===== src/rtl/sample_resp_misr.sv =====
// Response capture for the sample block: MISR compaction of o/p/q
// plus saturating ones-counters over a programmed vector window.
module sample_resp_misr #(
  parameter int                MISR_W = 16,
  parameter logic [MISR_W-1:0] TAPS   = 16'hB400,
  parameter logic [MISR_W-1:0] SEED   = 16'hFFFF,
  parameter int                CNT_W  = 8
) (
  input  logic              clk,
  input  logic              ret,
  input  logic              start,
  input  logic [CNT_W-1:0]  len,
  input  logic              in_valid,
  input  logic              o,
  input  logic              p,
  input  logic              q,
  output logic              busy,
  output logic              done,
  output logic [MISR_W-1:0] signature,
  output logic [CNT_W-1:0]  cnt_o,
  output logic [CNT_W-1:0]  cnt_p,
  output logic [CNT_W-1:0]  cnt_q
);

  typedef enum logic [1:0] {
    IDLE = 2'd0,
    RUN  = 2'd1,
    DONE = 2'd2
  } state_t;

  state_t             state;
  state_t             nstate;
  logic [CNT_W-1:0]   remaining;
  logic               accept;
  logic               cap;
  logic               fb;
  logic [MISR_W-1:0]  ins;

  assign accept = (state == IDLE) && start;
  assign cap    = (state == RUN) && in_valid;
  assign fb     = ^(signature & TAPS);
  assign ins    = {{(MISR_W-3){1'b0}}, q, p, o};

  always_ff @(posedge clk) begin
    if (ret) state <= IDLE;
    else     state <= nstate;
  end

  always_comb begin
    nstate = state;
    unique case (state)
      IDLE: begin
        if (start)
          nstate = (len == '0) ? DONE : RUN;
      end
      RUN: begin
        if (in_valid && remaining == CNT_W'(1))
          nstate = DONE;
      end
      DONE:    nstate = IDLE;
      default: nstate = IDLE;
    endcase
  end

  always_comb begin
    busy = 1'b0;
    done = 1'b0;
    unique case (state)
      IDLE: ;
      RUN:  busy = 1'b1;
      DONE: begin
        busy = 1'b1;
        done = 1'b1;
      end
      default: ;
    endcase
  end

  // Results are left untouched outside capture so the last run stays readable
  always_ff @(posedge clk) begin
    if (ret) begin
      signature <= '0;
      remaining <= '0;
      cnt_o     <= '0;
      cnt_p     <= '0;
      cnt_q     <= '0;
    end else if (accept) begin
      signature <= SEED;
      remaining <= len;
      cnt_o     <= '0;
      cnt_p     <= '0;
      cnt_q     <= '0;
    end else if (cap) begin
      signature <= {signature[MISR_W-2:0], fb} ^ ins;
      remaining <= remaining - CNT_W'(1);
      if (o && !(&cnt_o)) cnt_o <= cnt_o + CNT_W'(1);
      if (p && !(&cnt_p)) cnt_p <= cnt_p + CNT_W'(1);
      if (q && !(&cnt_q)) cnt_q <= cnt_q + CNT_W'(1);
    end
  end

endmodule


===== config.mk =====
export PLATFORM = sky130hd
export DESIGN_NAME = sample_resp_misr
export DESIGN_NICKNAME = d
export VERILOG_FILES = /design/src/rtl/sample_resp_misr.sv
export SDC_FILE = /design/constraint.sdc
export NUM_CORES = 1
export LEC_CHECK = 0
export CAP_MARGIN = 20
export CORE_MARGIN = 1.5
export CORE_UTILIZATION = 55
export CTS_BUF_LIST = sky130_fd_sc_hd__clkbuf_8
export DETAILED_ROUTE_END_ITERATION = 16
export GPL_ROUTABILITY_DRIVEN = 0
export PLACE_DENSITY = 0.9
export SLEW_MARGIN = 5
export SYNTH_ARGS = -nofsm -noshare
export SYNTH_HDL_FRONTEND = slang
export SYNTH_SLANG_ARGS = --single-unit

===== constraint.sdc =====
create_clock -name clk -period 3.35 [get_ports clk]
set_clock_uncertainty 0.05 [all_clocks]
set_input_delay 0.67 -clock clk [delete_from_list [all_inputs] [get_ports clk]]
set_output_delay 0.67 -clock clk [all_outputs]
set_load 0.005 [all_outputs]

==> results.md <==
- Max-Cap Viols: 0
- First-pass GRT wire length: ~9300 um
- WL final: 5810 um
- Total CTS buffers: 5
- N_diodes: 0
- Finished Core Util: around 75%
- Worst-Margin Slew: between 0.6 and 0.7 ns
- Max-Slew Margin vs Limit: a little over half
- Leak: 0.00109 uW
- Worst skew pair latency: 0.31 ns
- # rows: 23
- Clk buf depth: 2
- Simple-gate share of the synthesized area: between 20% and 30%
- CP Capture Type: flip-flop
- Fillers: between 300 and 400
- Synth Area in Compound Gates: 17.0%
- Post-CTS sizing: 0
- Final nets: 362
- Pwr Density: 432 mW/mm2
- Synth-to-Final Area Change: 27.7%
- Fin crit share: ~69%
- Distinct cells, synth: 41
- Hpwl dp: 4050 um
- RSZ-0062 raised after global routing: false
- DRT Pass-1 Iters: 5
- CTS tree: built
- Clock transition at path regs: 0.09 ns
- Post-Syn Instances: between 200 and 300
- HP Class: reg2reg
- Mapped Area: 0.00241 mm2
- Drt drc: 0
- Routed wire per std cell: roughly 15 um
- DRT iter0 DRCs: ~220
- Largest net degree at the start of global routing: 33
- Register bit total from synthesis: 50
- Root Buffer: clkbuf_8
- Xor/xnor share of the synthesized area: roughly 7.8%
- CTS Hold Bufs: 0
- Initial antenna violation count: 0
- Die Wd: 69.2 um
- Main combinational cell family by area after synthesis: simple AND/OR/NAND/NOR gates
- Hold worst-path end: signature[4]$_SDFFE_PP0P_
- Port buffer count: 56
- Hold Path Cell Cnt: 2
- Via Count: between 2000 and 2500
- Worst hold start: signature[3]$_SDFFE_PP0P_
- Gr ovfl total: 0
- Critical Path Start Type: input pin
- Seq/Total Area, Yosys: between 40% and 50%
- CP max FO: 9
- Final hold vios: 0
- Max frequency: roughly 0.44 GHz
- Peak supply drop: between 0.3 and 0.4 mV
- CTS Sinks: 50
- Fin Setup TNS: 0 ns
- Tmin final: between 2 and 2.5 ns
- FF-to-FF path depth: 6
- Final setup violation count: 0
- Mux cell area share after synthesis: less than 1%
- Worst reg-to-reg setup slack: 1.27 ns
- Initial Util: 58.6%
- Top Ports: 57
- H-tree levels: 2
- Syn_area_per_cell: ~8.4 um2
- Req. time, crit path: 3.53 ns
- Final ANT Viol Nets: 0
- Vias per cell: approximately 5.9
- Max Transition Viols Final: 0
- # Post-CTS Setup Buffers: 0
- WS Path Type: in2reg
- Outcome: completed
- Yosys Warn Count: 0
- Worst R2R End: cnt_p[7]$_SDFFE_PP0P_
- Core footprint: 0.00412 mm2
- Reg-to-reg startpoint: state[1]$_SDFFE_PP0P_
- Adder-cell share of the synthesized area: roughly 4.1%
- Die Y: about 70 um
- Syn Nets: ~310
- Layout cell share with drive strength beyond 1: about 5.0%
- Critical Path AT: approximately 2.5 ns
- GRT Util Overall: 23.8%
- Die Area: roughly 0.0048 mm2
- Vias in the first global route: between 2000 and 2500
==> Yosys cell counts <==
master / instances / area, um2
a211o_1: 1 / 8.76
a211oi_1: 8 / 60.1
a21oi_1: 16 / 80.1
a311oi_1: 1 / 8.76
a31o_2: 2 / 17.5
a31oi_1: 14 / 87.6
and2_0: 1 / 6.26
and2b_1: 1 / 7.51
and3_1: 8 / 50.1
and4_1: 2 / 17.5
buf_4: 1 / 7.51
buf_6: 1 / 11.3
clkbuf_1: 10 / 37.5
clkbuf_2: 1 / 5.00
clkbuf_8: 1 / 13.8
dfxtp_1: 50 / 1000
ha_1: 8 / 100
inv_1: 7 / 26.3
mux2i_1: 2 / 20.0
nand2_1: 48 / 180
nand2b_1: 2 / 12.5
nand3_1: 12 / 60.1
nand4_1: 5 / 31.3
nor2_1: 22 / 82.6
nor3_1: 4 / 20.0
nor3b_1: 1 / 7.51
nor4_1: 3 / 18.8
nor4b_2: 2 / 30.0
o211ai_1: 6 / 45.0
o21ai_0: 12 / 60.1
o21ai_1: 1 / 5.00
o31ai_1: 1 / 7.51
o41a_1: 1 / 11.3
o41ai_1: 2 / 17.5
or3_1: 3 / 18.8
or3_2: 1 / 7.51
or4_1: 4 / 30.0
or4_4: 1 / 11.3
xnor2_1: 10 / 87.6
xnor3_1: 1 / 22.5
xor2_1: 9 / 78.8
==> cell families after synthesis <==
| logic type | after synthesis |
|---|---|
| and+or+nand+nor | 120 |
| DFF | 50 |
| AOI/OAI and AO/OA | 65 |
| muxes | 2 |
| xor gates and xnor gates | 20 |
| adders and majority gates | 8 |
| buffers and inverters | 21 |
==> critical path, cell delays in order <==
cell and delay (ns):
clkdlybuf4s50_1 0.63, and3_1 0.27, o21ai_1 0.22, or4_1 0.52, a21oi_1 0.17
==> worst max-delay path by stage <==
stage	start	end	depth (start not counted)
after floorplan	in_valid	cnt_p[7]$_SDFFE_PP0P_	5
after global placement	in_valid	cnt_p[7]$_SDFFE_PP0P_	5
after detailed placement	in_valid	cnt_p[7]$_SDFFE_PP0P_	5
after CTS	in_valid	cnt_p[7]$_SDFFE_PP0P_	5
after global routing	in_valid	remaining[7]$_SDFFE_PP0P_	5
final	in_valid	cnt_p[7]$_SDFFE_PP0P_	5
==> through the flow <==
stage          power [uW]  worst slack, ns  std cells  hold WS [ns]  area [um2]
2_1_floorplan         863             1.43        286         0.414        2410
3_3_place_gp          977            0.844        382         0.432        2990
3_5_place_dp          986            0.766        382         0.440        2990
4_1_cts              1330             1.08        390         0.454        3080
5_1_grt              1390            0.934        390         0.474        3080
6_report             1330             1.05        390         0.446        3080
==> metal layers <==
layer	up-vias	share of wire (%)	GRT usage, %
li1	1131	-	-
met1	1074	44	31.3
met2	79	49	37.4
met3	8	6.1	6.69
met4	0	1.3	8.71
met5	-	0	0
==> cell type report <==
cell class                 instances  area (um2)  share of cell area, %
clock buffer                       6        82.6                   2.68
clock inverter                     2        8.76                  0.284
inverter                           7        26.3                  0.853
multi-input combinational        215        1310                   42.5
sequential                        50        1000                   32.5
tap                               50        62.6                   2.03
timing repair buffer              60         591                   19.2
==> flip-flops by register name, indices dropped and copies added, names as in the netlist <==
| register | flops |
|---|---|
| cnt_o | 8 |
| cnt_p | 8 |
| cnt_q | 8 |
| remaining | 8 |
| signature | 16 |
| state | 2 |
==> power by group <==
part           leakage (uW)  total [uW]  switching [uW]  internal (uW)
logic              0.000630         290             137            153
registers          0.000410         685            44.7            641
clock network     0.0000524         355             191            164
==> placed cells by master, fill, tap and decap left out, drive strengths merged, types with 8 or more instances in the layout <==
cell type / n
nand3: 12
and3: 8
o21ai: 13
nand2: 48
ha: 8
xor2: 9
a21oi: 16
clkdlybuf4s50: 56
a211oi: 8
a31oi: 14
inv: 8
nor2: 22
xnor2: 10
dfxtp: 50
Note: power is estimated with default switching activity, not from simulation.
